## src/rtl/bcd_sevenseg_scan.sv

```systemverilog
// Multiplexed common-anode seven-segment driver for packed BCD with per-frame input snapshot.
// Optional brightness dimming (per-slot PWM of the anode) is enabled by defining SEG_DIM_EN.
module bcd_sevenseg_scan #(
    parameter int DIGITS      = 4,
    parameter int REFRESH_DIV = 100000
) (
    input  logic                  clk,
    input  logic                  rst,
    input  logic [4*DIGITS-1:0]   bcd_in,
    input  logic [DIGITS-1:0]     dp_in,
    input  logic                  blank_lz,
`ifdef SEG_DIM_EN
    input  logic [3:0]            bright,
`endif
    output logic [DIGITS-1:0]     an,
    output logic [6:0]            seg,
    output logic                  dp,
    output logic                  frame
);

    localparam int PW = (REFRESH_DIV > 1) ? $clog2(REFRESH_DIV) : 1;
    localparam int IW = (DIGITS > 1) ? $clog2(DIGITS) : 1;

    logic [PW-1:0]         prescaler;
    logic [IW-1:0]         index;
    logic                  tick;
    logic                  last_slot;
    logic [4*DIGITS-1:0]   snap_bcd;
    logic [DIGITS-1:0]     snap_dp;
    logic                  snap_blz;
    logic [DIGITS-1:0]     blank;
    logic                  lead;
    logic [3:0]            cur_bcd;
    logic                  lit_phase;
    logic [DIGITS-1:0]     an_next;
    logic [6:0]            seg_next;
    logic                  dp_next;

    function automatic logic [6:0] decode(input logic [3:0] d);
        case (d)
            4'd0:    decode = 7'h40;
            4'd1:    decode = 7'h79;
            4'd2:    decode = 7'h24;
            4'd3:    decode = 7'h30;
            4'd4:    decode = 7'h19;
            4'd5:    decode = 7'h12;
            4'd6:    decode = 7'h02;
            4'd7:    decode = 7'h78;
            4'd8:    decode = 7'h00;
            4'd9:    decode = 7'h10;
            default: decode = 7'h3F;
        endcase
    endfunction

    assign tick      = (prescaler == PW'(REFRESH_DIV - 1));
    assign last_slot = (index == IW'(DIGITS - 1));

`ifdef SEG_DIM_EN
    localparam int DW = PW + 5;
    logic [3:0] snap_bright;

    // Anode lit for the first (bright+1)/16 of each slot.
    assign lit_phase = (DW'({prescaler, 4'b0000}) <
                        (DW'(snap_bright) + DW'(1)) * DW'(REFRESH_DIV));
`else
    assign lit_phase = 1'b1;
`endif

    // Scan from the most significant digit down; the first non-zero or dp-marked digit ends blanking.
    always_comb begin
        blank = '0;
        lead  = snap_blz;
        for (int unsigned k = 1; k < DIGITS; k++) begin
            if (lead && (snap_bcd[4*(DIGITS-k) +: 4] == 4'd0) && !snap_dp[DIGITS-k])
                blank[DIGITS-k] = 1'b1;
            else
                lead = 1'b0;
        end
    end

    always_comb begin
        cur_bcd = snap_bcd[4*index +: 4];
        an_next = '1;
        if (!blank[index] && lit_phase)
            an_next[index] = 1'b0;
        seg_next = blank[index] ? 7'h7F : decode(cur_bcd);
        dp_next  = blank[index] | ~snap_dp[index];
    end

    always_ff @(posedge clk) begin
        if (rst) begin
            prescaler <= '0;
            index     <= '0;
            snap_bcd  <= '0;
            snap_dp   <= '0;
            snap_blz  <= 1'b0;
`ifdef SEG_DIM_EN
            snap_bright <= '0;
`endif
            an        <= '1;
            seg       <= 7'h7F;
            dp        <= 1'b1;
            frame     <= 1'b0;
        end else begin
            frame <= 1'b0;
            if (tick) begin
                prescaler <= '0;
                if (last_slot) begin
                    index    <= '0;
                    snap_bcd <= bcd_in;
                    snap_dp  <= dp_in;
                    snap_blz <= blank_lz;
`ifdef SEG_DIM_EN
                    snap_bright <= bright;
`endif
                    frame    <= 1'b1;
                end else begin
                    index <= index + IW'(1);
                end
            end else begin
                prescaler <= prescaler + PW'(1);
            end
            an  <= an_next;
            seg <= seg_next;
            dp  <= dp_next;
        end
    end

endmodule

```

## config.mk

```make
export PLATFORM = sky130hd
export DESIGN_NAME = bcd_sevenseg_scan
export DESIGN_NICKNAME = d
export VERILOG_FILES = /design/src/rtl/bcd_sevenseg_scan.sv
export SDC_FILE = /design/constraint.sdc
export NUM_CORES = 1
export LEC_CHECK = 0
export CAP_MARGIN = 20
export CORE_MARGIN = 3
export CORE_UTILIZATION = 45
export CTS_CLUSTER_SIZE = 40
export DETAILED_ROUTE_END_ITERATION = 6
export GPL_ROUTABILITY_DRIVEN = 0
export PLACE_DENSITY = 0.76
export SKIP_CTS_REPAIR_TIMING = 1
export SLEW_MARGIN = 30
export SYNTH_ARGS = -nofsm -noshare
export SYNTH_HDL_FRONTEND = slang
export SYNTH_SLANG_ARGS = --single-unit
export TNS_END_PERCENT = 50
```

## constraint.sdc

```tcl
create_clock -name clk -period 4.05 [get_ports clk]
set_input_delay 0.405 -clock clk [delete_from_list [all_inputs] [get_ports clk]]
set_output_delay 0.405 -clock clk [all_outputs]
set_load 0.005 [all_outputs]
```

* Yosys cells after proc, flatten, opt, wreduce, memory -nomap -nowiden *
Memories as Yosys holds them, arrays and structs flattened. A register that Yosys moved wholly into a read port is not among the register bits.
Cells that the tools add are included.

storage, ports and cells
  flip-flop bits (word level) = 46
  input bits = 23
  memory bits (read-only) = 112
  output and inout bits = 13
  memories kept = 1
  word-level logic and storage cells = 50
  bits in latches = 0
  bits in writable memories = 0

operators by class
  equal/unequal tests = 2
  reductions and logical operators = 17
  add/subtract/negate cells = 2
  mux-type cells = 13
  shift operators = 1
  order comparisons = 2
  divide/modulo/power cells = 0
  $mul = 0
  bitwise operators = 4

memory list
  name             depth  width  rd ports  clocked after memory_dff  wr ports  RTL line  source
  (no name shown)  16     7      1         1                         0         40        case (d)

operators with widths
  operator                 number
  $add A17 B1 Y17 const B  1
  $eq A17 B17 Y1 const B   1
  $shiftx A16 B5 Y4        1
  $logic_not A4 Y1         3
  $mux W1                  9
  $logic_and A1 B1 Y1      7
  $reduce_or A2 Y1         3
  $bmux W1 S2              2
  $not A4 Y4               1
  $logic_not A1 Y1         3
  $lt A2 B3 Y1 const B     1
  $add A2 B1 Y2 const B    1
  $demux W1 S2             1
  $eq A2 B2 Y1 const B     1
  $ge A2 B1 Y1 const B     1
  $mux W2                  1
  $not A1 Y1               2
  $reduce_and A2 Y1        1
  $or A1 B1 Y1             1

* Depth between registers and ports, before layout *
Gate-level depths: netlist (run 1).

  word-level depth = 13
  depth in mapped cells = 8
  gate-level depth less buffers = 7

* Least setup slack after synthesis (run 1) *
No wires, ideal clock.

  path kind = reg-to-reg
  start point = register index[0]
  end point = register seg[5]
  cell stages (with the launch flop) = 9
  required time = 3909 ps
  buffers on the path = 1
  data arrival time = 1839 ps
  period minus slack after synthesis = 1981 ps
  library setup time = 141 ps
  setup slack = 2069 ps
  cells stage by stage = dfxtp_1 buf_6 mux4_1 inv_1 ha_1 inv_1 mux2_4 o22ai_1 o211ai_1

on the way
  longest elaborated chain between the ends = 3
  elaborated cells on any way between the ends = 4
  those cells by class = shift (1); mux (2); reduce/logical (1)

ends and longest elaborated chain
  what                                                       RTL line  source
  start: declaration                                         25        logic [IW-1:0] index;
  start signal: assignment                                   118       index <= index + IW'(1);
  branches (longest 3 deep; another with $shiftx A16 B5 Y4)  n/a
  end: declaration                                           16        output logic [6:0] seg,

Several ways; the timed one is not identified. The select of a mux whose other input is x is not followed.
A chain may end at the register's enable or synchronous reset.

* Worst setup path in the final report (run 1) *
  start point = register prescaler[0]
  end point = register prescaler[3]

on the way
  longest elaborated chain between the ends = 2
  elaborated cells on any way between the ends = 3
  those cells by class = add/sub (1); eq/ne (1); reduce/logical (1)

ends and longest elaborated chain
  what                                                     RTL line  source
  start: declaration                                       24        logic [PW-1:0] prescaler;
  start signal: assignment                                 121       prescaler <= prescaler + PW'(1);
  branches (longest 2 deep; another with $add A17 B1 Y17)  n/a

Several ways; the timed one is not identified.

==> results.txt, run 1 <==
Status = complete, no violations
Synth area leaders = dfxtp_1 41%, nand4_1 6.7%, o31ai_1 6.4%, a21oi_1 5.6%, ha_1 4.8%
Total GRT Usage = 17.7%
Layout area overhead = 15.5%
Syn nets = 308
TritonCTS Buffers = 5
Comb pwr share = 5.2%
Sequential share of the synthesized area = 40.8%
Mapped cell area = 2600 sq um
Mapped Cells = 275
Grt met1 use = 22.7%
CP peak stage delay = 0.81 ns
Worst Path Required = 4.21 ns
RSZ-0062 raised after global routing = false
Post-synthesis cell type count = 42
Routed Antenna Nets = 0
Count of final setup violators = 0
Drt pass-1 iters = 4
Slew HR = 38.3%
Post-Place Worst Slack = 1.48 ns
Maximum fanout along the worst path = 25
Fmax = 0.385 GHz
DR iter-0 viols = 179
Clock share of power = 33.5%
Leak = 1.01 nW
Worst vdd ir = 192 uV
Switch Pwr = 0.000191 W
Area of all placed cells without fillers = 3000 sq um
Commonest cells after routing, fill and taps aside = 53 x dfxtp_1, 35 x clkdlybuf4s50_1, 29 x a21oi_1, 28 x nand4_1, 22 x o31ai_1
Pin count of the biggest net entering global routing = 27
CTS tree = done
Initial antenna violation count = 0
Met3 Use GR = 3.84%
CTS max path bufs = 2
GRT Max-Usage Layer = met2
CTS Sinks = 53
Share of cells above drive strength 1 = 6.83%
ANT cells = 0
Actual slew at the worst max-slew pin = 0.926 ns
Reg power frac = 61.3%
Post-DP Area = 2910 sq um
Vias per inst = 5.96
Power after layout = 0.000867 W
CTS clk-pin slew, worst paths = 0.09 ns
FP Rows = 27
Worst-Skew Late Latency = 0.31 ns
IO Count = 36
Commonest non-fill, non-tap cell in the layout = dfxtp_1
Grt ovf = 0
DRC = 0
Worst path arrival time = 2.77 ns
Sw Share = 22.0%
Via count = 2,174
CP top delay family = simple AND/OR/NAND/NOR gates
Synth top area share = 40.8%
DIE AREA = 6720 sq um
CP Cell Sequence = ha_1 > and2_0 > nand4_2 > o21ai_2 > nor2_1
Slew Limit Fails = 0
Kind of end point of the critical path = flip-flop
Die W = 82.0 microns
Synth warn = 0
Buf/Inv on CP = 0
Final worst-path cycle share = 64.2%
Max cap viols = 0
Worst Hold Class = flip-flop to flip-flop
Nets = 325
Synthesized flop and latch total = 53
Filler instances = 520
First-pass GRT wire length = 9340 microns
Cell Pwr Density = 289 nW/um^2
Vias in the first global route = 1,955
Crit path time final = 2.60 ns
Internal power = 0.000676 W
Fin. Hold Viols = 0
IO buf count = 35
Initial Utilization = 46.9%
TNS Setup = 0 ns
Number of H-tree levels = 2
Setup CP Type = flip-flop to flip-flop
Syn Area/Cell = 9.45 sq um
Wirelength per Cell = 15.5 microns
Slowest cell on crit path = o21ai_2
Hpwl dp = 3860 microns
Root Driver = clkbuf_8
Clk_skew = 0.00892 ns
Routing usage on met2 = 29.5%
Drt total wl = 5670 microns
Core footprint = 5540 sq um
Largest area contributor in the netlist = dfxtp_1
Final worst slack = 1.45 ns
Setup crit start kind = flip-flop
Die outline height = 82.0 microns
## final cells by class
cell class / instances / area [sq um] / share of cell area, %
Inverter: 8 / 30.0 / 1.00
Clock inverter: 3 / 17.5 / 0.584
Sequential cell: 53 / 1060 / 35.3
Clock buffer: 5 / 68.8 / 2.29
Timing Repair Buffer: 38 / 370 / 12.3
Tap cell: 72 / 90.1 / 3.00
Multi-Input combinational cell: 186 / 1360 / 45.4
## worst paths after layout
kind / to / slack (ns) / cells past startpoint / start
hold reg to reg: snap_dp[0]$_SDFFE_PP0P_ / 0.47 / 2 / snap_dp[0]$_SDFFE_PP0P_
hold / removal: snap_dp[0]$_SDFFE_PP0P_ / 0.47 / 2 / snap_dp[0]$_SDFFE_PP0P_
setup / recovery: prescaler[3]$_SDFF_PP0_ / 1.45 / 5 / prescaler[0]$_SDFF_PP0_
setup reg to reg: prescaler[3]$_SDFF_PP0_ / 1.45 / 5 / prescaler[0]$_SDFF_PP0_
## worst register-to-register path, stage by stage, from the launching register on
cell and delay (ns):
dfxtp_1 0.42, ha_1 0.25, and2_0 0.28, nand4_2 0.58, o21ai_2 0.82, nor2_1 0.12
## registers in the layout, indices dropped and copies added, names as in the netlist
register,flops
an,4
dp,1
frame,1
snap_dp,4
prescaler,17
snap_bcd,16
index,2
snap_blz,1
seg,7
## cells by family (layout without fill, tap and decap cells)
family,after synthesis,count (layout),synth area share [%]
and+or+nand+nor,81,81,18.5
AOI/OAI and AO/OA,76,76,19.0
DFF,53,53,40.8
buffers and inverters,36,54,6.69
xor gates and xnor gates,11,11,3.71
adders and majority gates,10,10,4.81
muxes,8,8,6.50
## routing by layer
layer	up-vias	part of all wire, %
met3	10	4.1
met4	0	1.5
li1	1065	-
met1	1048	44
met2	51	50
met5	-	0
## Yosys cell counts
| cell type | n |
|---|---|
| ha_1 | 10 |
| nand4_1 | 28 |
| o2bb2ai_1 | 2 |
| o221ai_1 | 2 |
| and2_0 | 1 |
| buf_2 | 10 |
| nor4_1 | 3 |
| nand3b_1 | 1 |
| nand3_1 | 7 |
| nor4b_2 | 1 |
| and4_1 | 2 |
| or4_1 | 2 |
| buf_1 | 1 |
| nor2b_1 | 2 |
| a32oi_1 | 1 |
| mux2_4 | 3 |
| nor4bb_1 | 1 |
| o22ai_1 | 2 |
| nand4_2 | 1 |
| a21oi_1 | 29 |
| clkbuf_1 | 12 |
| nand2b_1 | 2 |
| and3b_1 | 1 |
| or3b_1 | 1 |
| and3_1 | 3 |
| and2_1 | 2 |
| inv_1 | 8 |
| o31ai_1 | 22 |
| buf_6 | 2 |
| dfxtp_1 | 53 |
| buf_4 | 3 |
| o21ai_2 | 1 |
| mux4_2 | 2 |
| xor2_1 | 10 |
| mux4_1 | 3 |
| xnor2_1 | 1 |
| o22ai_2 | 1 |
| nor2_1 | 17 |
| o21ai_0 | 6 |
| o211ai_1 | 10 |
| or3_1 | 3 |
| nand2_1 | 3 |
## metrics by stage
stage / std cells / util, % / hold slack [ns]
2_1_floorplan: 275 / - / 0.440
3_3_place_gp: 356 / 52.5 / 0.453
3_5_place_dp: 356 / 52.5 / 0.464
4_1_cts: 364 / 54.1 / 0.477
5_1_grt: 365 / 54.2 / 0.502
6_report: 365 / 54.2 / 0.473
## power by group through the flow
| stage | registers (W) | logic [W] | clock network (W) |
|---|---|---|---|
| after floorplan | 0.000543 | 0.0000133 | 0 |
| after global placement | 0.000543 | 0.0000455 | 0 |
| after detailed placement | 0.000543 | 0.0000457 | 0 |
| after CTS | 0.000531 | 0.0000460 | 0.000297 |
| after global routing | 0.000532 | 0.0000490 | 0.000314 |
| final | 0.000531 | 0.0000451 | 0.000290 |
(Power assumes the default switching activity.)
==> run 2: changes to the inputs <==
PLACE_DENSITY = 0.78   (was 0.76)
clock period = 2.1 ns   (was 4.05 ns; I/O delays follow)
==> run 2 against run 1 <==
  * Design area rose by 3.1%
  * First-iteration DRC count fell by 3.9%
  * Via count fell by 1.7%
  * Die area did not move
  * Sequential share of layout area fell by 1.1 points
  * Critical path type unchanged
  * Largest power group unchanged
==> results.txt, run 2 (same netlist as run 1, synthesis figures left out) <==
Grt ovf = 0 (unchanged)
Fmax = 0.513 GHz (+33%)
Number of H-tree levels = 2 (unchanged)
Post-Place Worst Slack = 0.0965 ns (-1.39 ns)
CTS Sinks = 53 (unchanged)
Nets = 337 (+3.7%)
DRC = 0 (unchanged)
Max FFs per register = 17 (unchanged)
Layout area overhead = 19.1%
Biggest register = prescaler
IO Count = 36 (unchanged)
Wirelength per Cell = 14.6 microns (-5.9%)
Setup CP Type = flip-flop to flip-flop
Worst Hold Class = primary input to flip-flop
Actual slew at the worst max-slew pin = 0.945 ns (+0.0186 ns)
Pin count of the biggest net entering global routing = 26 (-3.7%)
TNS Setup = 0 ns (unchanged)
Maximum fanout along the worst path = 10 (-60%)
Leak = 1.06 nW (+5.3%)
First-pass GRT wire length = 9030 microns (-3.2%)
Reg power frac = 60.2% (-1.1 points)
Vias per inst = 5.68 (-4.6%)
Cell Pwr Density = 549 nW/um^2 (+90%)
CP Cell Sequence = buf_4 > mux4_2 > mux2_4 > o2bb2ai_1 > o211ai_1
Post-DP Area = 3010 sq um (+3.4%)
Via count = 2,136 (-1.7%)
Clock share of power = 34.3% (+0.8 points)
Buf/Inv on CP = 1 (+1)
Die outline height = 82.0 microns (unchanged)
Slew Limit Fails = 0 (unchanged)
Vias in the first global route = 1,968 (+0.66%)
Area of all placed cells without fillers = 3090 sq um (+3.1%)
Share of cells above drive strength 1 = 10.5% (+3.7 points)
Core footprint = 5540 sq um (unchanged)
Drt pass-1 iters = 4 (unchanged)
Setup crit start kind = flip-flop
Crit path time final = 1.95 ns (-0.652 ns)
Slew HR = 37.0% (-1.2 points)
Worst vdd ir = 317 uV (+66%)
Count of final setup violators = 0 (unchanged)
Drt total wl = 5500 microns (-3.0%)
Clk_skew = 0.0107 ns (+0.00176 ns)
DR iter-0 viols = 172 (-3.9%)
CP peak stage delay = 0.64 ns (-0.17 ns)
Status = complete, no violations
FP Rows = 27 (unchanged)
Filler instances = 515 (-0.96%)
Initial antenna violation count = 0 (unchanged)
RSZ-0062 raised after global routing = false
Commonest cells after routing, fill and taps aside = 53 x dfxtp_1, 35 x clkdlybuf4s50_1, 29 x a21oi_1, 28 x nand4_1, 22 x o31ai_1
CTS tree = done
Sw Share = 21.3% (-0.73 points)
Worst path arrival time = 2.12 ns (-0.65 ns)
Final worst-path cycle share = 92.8% (+29 points)
Slowest cell on crit path = mux4_2
Total GRT Usage = 17.3% (-0.38 points)
ANT cells = 0 (unchanged)
Root Driver = clkbuf_8
Kind of end point of the critical path = flip-flop
Worst-Skew Late Latency = 0.31 ns (about the same)
Switch Pwr = 0.000362 W (+90%)
CP top delay family = multiplexers
Worst Path Required = 2.27 ns (-1.94 ns)
Initial Utilization = 46.9% (unchanged)
Fin. Hold Viols = 0 (unchanged)
Internal power = 0.00134 W (+98%)
Die W = 82.0 microns (unchanged)
Routed Antenna Nets = 0 (unchanged)
IO buf count = 35 (unchanged)
TritonCTS Buffers = 5 (unchanged)
Hpwl dp = 3980 microns (+3.1%)
CTS clk-pin slew, worst paths = 0.09 ns (about the same)
DIE AREA = 6720 sq um (unchanged)
Final worst slack = 0.151 ns (-1.30 ns)
CTS max path bufs = 2 (unchanged)
Biggest registers after layout = prescaler x17, snap_bcd x16, seg x7
Max cap viols = 0 (unchanged)
Comb pwr share = 5.5% (+0.3 points)
Commonest non-fill, non-tap cell in the layout = dfxtp_1
==> run 2: changes by cell type in the layout (fill, tap and decap cells not counted) <==
cell      delta
buf_4       +13
clkinv_2     -2
clkbuf_2     -1
clkbuf_8     +1
mux4_1       -1
mux4_2       +1
==> run 2: path summary, 6_finish.rpt <==
| path | start | to | slack, ns | cells after the start |
|---|---|---|---|---|
| setup / recovery | index[0]$_SDFFE_PP0N_ | seg[3]$_SDFF_PP1_ | 0.15 | 5 |
| hold / removal | bcd_in[5] | snap_bcd[5]$_SDFFE_PP0P_ | 0.47 | 3 |
| setup reg to reg | index[0]$_SDFFE_PP0N_ | seg[3]$_SDFF_PP1_ | 0.15 | 5 |
| hold reg to reg | snap_bcd[0]$_SDFFE_PP0P_ | snap_bcd[0]$_SDFFE_PP0P_ | 0.48 | 2 |
==> run 2: power by group through the flow <==
stage	sequential, W	clock [W]	combinational (W)
2_1_floorplan	0.00105	0	0.0000257
3_3_place_gp	0.00105	0	0.0000941
3_5_place_dp	0.00105	0	0.0000941
4_1_cts	0.00102	0.000604	0.0000946
5_1_grt	0.00103	0.000642	0.000102
6_report	0.00102	0.000584	0.0000933
==> run 2: final cells by class <==
type	count	area, sq um	area share [%]
Clock buffer	6	82.6	2.67
Clock inverter	1	7.51	0.243
Inverter	8	30.0	0.970
Multi-Input combinational cell	186	1360	44.0
Sequential cell	53	1060	34.3
Tap cell	72	90.1	2.91
Timing Repair Buffer	50	463	15.0
==> run 2: per-stage QoR <==
step                hold slack [ns]  util (%)  instances  power [W]
floorplan                     0.364         -        275    0.00107
global placement              0.453      54.3        369    0.00114
detailed placement            0.459      54.3        369    0.00114
CTS                           0.463      55.9        376    0.00172
global route                  0.473      55.8        376    0.00177
finish                        0.466      55.8        376    0.00170
==> run 2: tightest hold or removal path, cell delays in order <==
cell             delay [ns]
clkdlybuf4s50_1        0.39
nand4_1                0.07
a21oi_1                0.06
==> run 2: metal layers <==
metal / track usage (%) / vias to the layer above / share of wire, %
met1: 21.0 / 995 / 44
met5: 0 / - / 0
met3: 4.39 / 6 / 4.3
li1: - / 1091 / -
met4: 5.65 / 0 / 1.3
met2: 29.8 / 44 / 50
==> run 3: changes to the inputs <==
PLACE_DENSITY = 0.76   (was 0.78)
clock period = 2.2 ns   (was 2.1 ns; I/O delays follow)
==> run 3 against run 2 <==
  * Register-to-register slack better by 0.05 ns
  * First-iteration DRC count down 14%
  * Power up 3.8%
  * Non-clock buffer count down 2
  * Critical path type unchanged
  * Clock-buffer cell count unchanged
  * Setup slack better by 0.050 ns
  * Largest power group unchanged
  * Routed wire length up 4.0%
  * Clock power up 20%
==> results.txt, run 3 (same netlist as run 1, synthesis figures left out) <==
Routed Antenna Nets = 0 (unchanged)
CTS max path bufs = 2 (unchanged)
Worst Hold Class = primary input to flip-flop
Commonest cells after routing, fill and taps aside = 53 x dfxtp_1, 35 x clkdlybuf4s50_1, 29 x a21oi_1, 28 x nand4_1, 22 x o31ai_1
Die outline height = 82.0 microns (unchanged)
Share of cells above drive strength 1 = 9.90% (-0.63 points)
Root Driver = clkbuf_8
Initial antenna violation count = 0 (unchanged)
Actual slew at the worst max-slew pin = 0.610 ns (-0.335 ns)
Initial Utilization = 46.9% (unchanged)
Count of final setup violators = 0 (unchanged)
Met3 Use GR = 3.29% (-1.1 points)
Core footprint = 5540 sq um (unchanged)
Max cap viols = 0 (unchanged)
Wirelength per Cell = 15.2 microns (+4.2%)
First-pass GRT wire length = 9340 microns (+3.4%)
Biggest register = prescaler
Fmax = 0.500 GHz (-2.5%)
GRT Max-Usage Layer = met2
Slew HR = 59.3% (+22 points)
Slew Limit Fails = 0 (unchanged)
Number of H-tree levels = 2 (unchanged)
Critical path's most frequent cell = inv_1
Via count = 2,185 (+2.3%)
Pin count of the biggest net entering global routing = 26 (unchanged)
DR iter-0 viols = 148 (-14%)
Slowest cell on crit path = mux4_1
Grt met1 use = 22.7% (+1.6 points)
CP top delay family = multiplexers
Setup crit start kind = flip-flop
Drt total wl = 5720 microns (+4.0%)
Max FFs per register = 17 (unchanged)
Worst Path Required = 2.37 ns (+0.10 ns)
Vias per inst = 5.83 (+2.6%)
CP Cell Sequence = mux4_1 > inv_1 > ha_1 > inv_1 > mux2_4 > o2bb2ai_1 > o211ai_1
R2r setup slk = 0.20 ns (+0.05 ns)
Crit path time final = 2.00 ns (+0.0501 ns)
Leak = 1.07 nW (+0.92%)
Grt ovf = 0 (unchanged)
DIE AREA = 6720 sq um (unchanged)
Worst vdd ir = 318 uV (about the same)
Die W = 82.0 microns (unchanged)
Worst-Skew Late Latency = 0.31 ns (about the same)
Final worst-path cycle share = 90.9% (-1.9 points)
Layout area overhead = 19.7%
Commonest non-fill, non-tap cell in the layout = dfxtp_1
IO Count = 36 (unchanged)
CTS clk-pin slew, worst paths = 0.10 ns (about the same)
TNS Setup = 0 ns (unchanged)
CP peak stage delay = 0.64 ns (about the same)
FP Rows = 27 (unchanged)
Biggest registers after layout = prescaler x17, snap_bcd x16, seg x7
Hpwl dp = 4070 microns (+2.1%)
Total GRT Usage = 17.9% (+0.54 points)
Nets = 335 (-0.59%)
TritonCTS Buffers = 5 (unchanged)
Routing usage on met2 = 29.7% (-0.081 points)
Fin. Hold Viols = 0 (unchanged)
Hold_ws = 0.470 ns (+0.00349 ns)
Kind of end point of the critical path = flip-flop
Vias in the first global route = 1,998 (+1.5%)
IO buf count = 35 (unchanged)
RSZ-0062 raised after global routing = false
Worst path arrival time = 2.17 ns (+0.05 ns)
Maximum fanout along the worst path = 4 (-6)
CTS tree = done
ANT cells = 0 (unchanged)
Setup CP Type = flip-flop to flip-flop
DRC = 0 (unchanged)
Cell Pwr Density = 567 nW/um^2 (+3.2%)
Drt pass-1 iters = 4 (unchanged)
Clk_skew = 0.00776 ns (-0.00293 ns)
Buf/Inv on CP = 2 (+1)
Status = complete, no violations
CTS Sinks = 53 (unchanged)
[run 3: layout make-up]
cell class                 count  area [sq um]
timing repair buffer          48           445
clock buffer                   6          82.6
multi-input combinational    186          1360
fill                         509          2430
tap                           72          90.1
clock inverter                 2          37.5
inverter                       8          30.0
sequential                    53          1060
[run 3: metrics by stage]
step | utilization (%) | total power (W) | cells | setup slack, ns | cell area (sq um)
final | 56.1 | 0.00176 | 375 | 0.201 | 3110
after global routing | 56.1 | 0.00181 | 375 | 0.0796 | 3110
after CTS | 56.1 | 0.00177 | 374 | 0.193 | 3110
after detailed placement | 53.9 | 0.00109 | 366 | 0.200 | 2990
after global placement | 53.9 | 0.00109 | 366 | 0.269 | 2990
after floorplan | - | 0.00102 | 275 | 0.219 | 2600
[run 3: power breakdown]
group	switching [W]	leakage [nW]	internal (W)	total, W
Combinational	0.0000311	0.582	0.0000565	0.0000876
Clock	0.000329	0.0574	0.000370	0.000700
Sequential	0.00000625	0.430	0.000970	0.000976
[run 3: worst paths after layout]
check	from	to	depth (start not counted)
min reg2reg	snap_dp[0]$_SDFFE_PP0P_	snap_dp[0]$_SDFFE_PP0P_	2
min	bcd_in[1]	snap_bcd[1]$_SDFFE_PP0P_	3
max	index[0]$_SDFFE_PP0N_	seg[4]$_SDFF_PP1_	7
max reg2reg	index[0]$_SDFFE_PP0N_	seg[4]$_SDFF_PP1_	7
[run 3: layer usage]
| layer | vias to the layer above | part of all wire (%) |
|---|---|---|
| li1 | 1091 | - |
| met4 | 0 | 2.2 |
| met3 | 11 | 4.3 |
| met5 | - | 0 |
| met2 | 57 | 48 |
| met1 | 1026 | 46 |
[run 3: tightest hold or removal path, stage by stage]
cell and delay (ns):
clkdlybuf4s50_1 0.39, nand4_1 0.07, a21oi_1 0.06
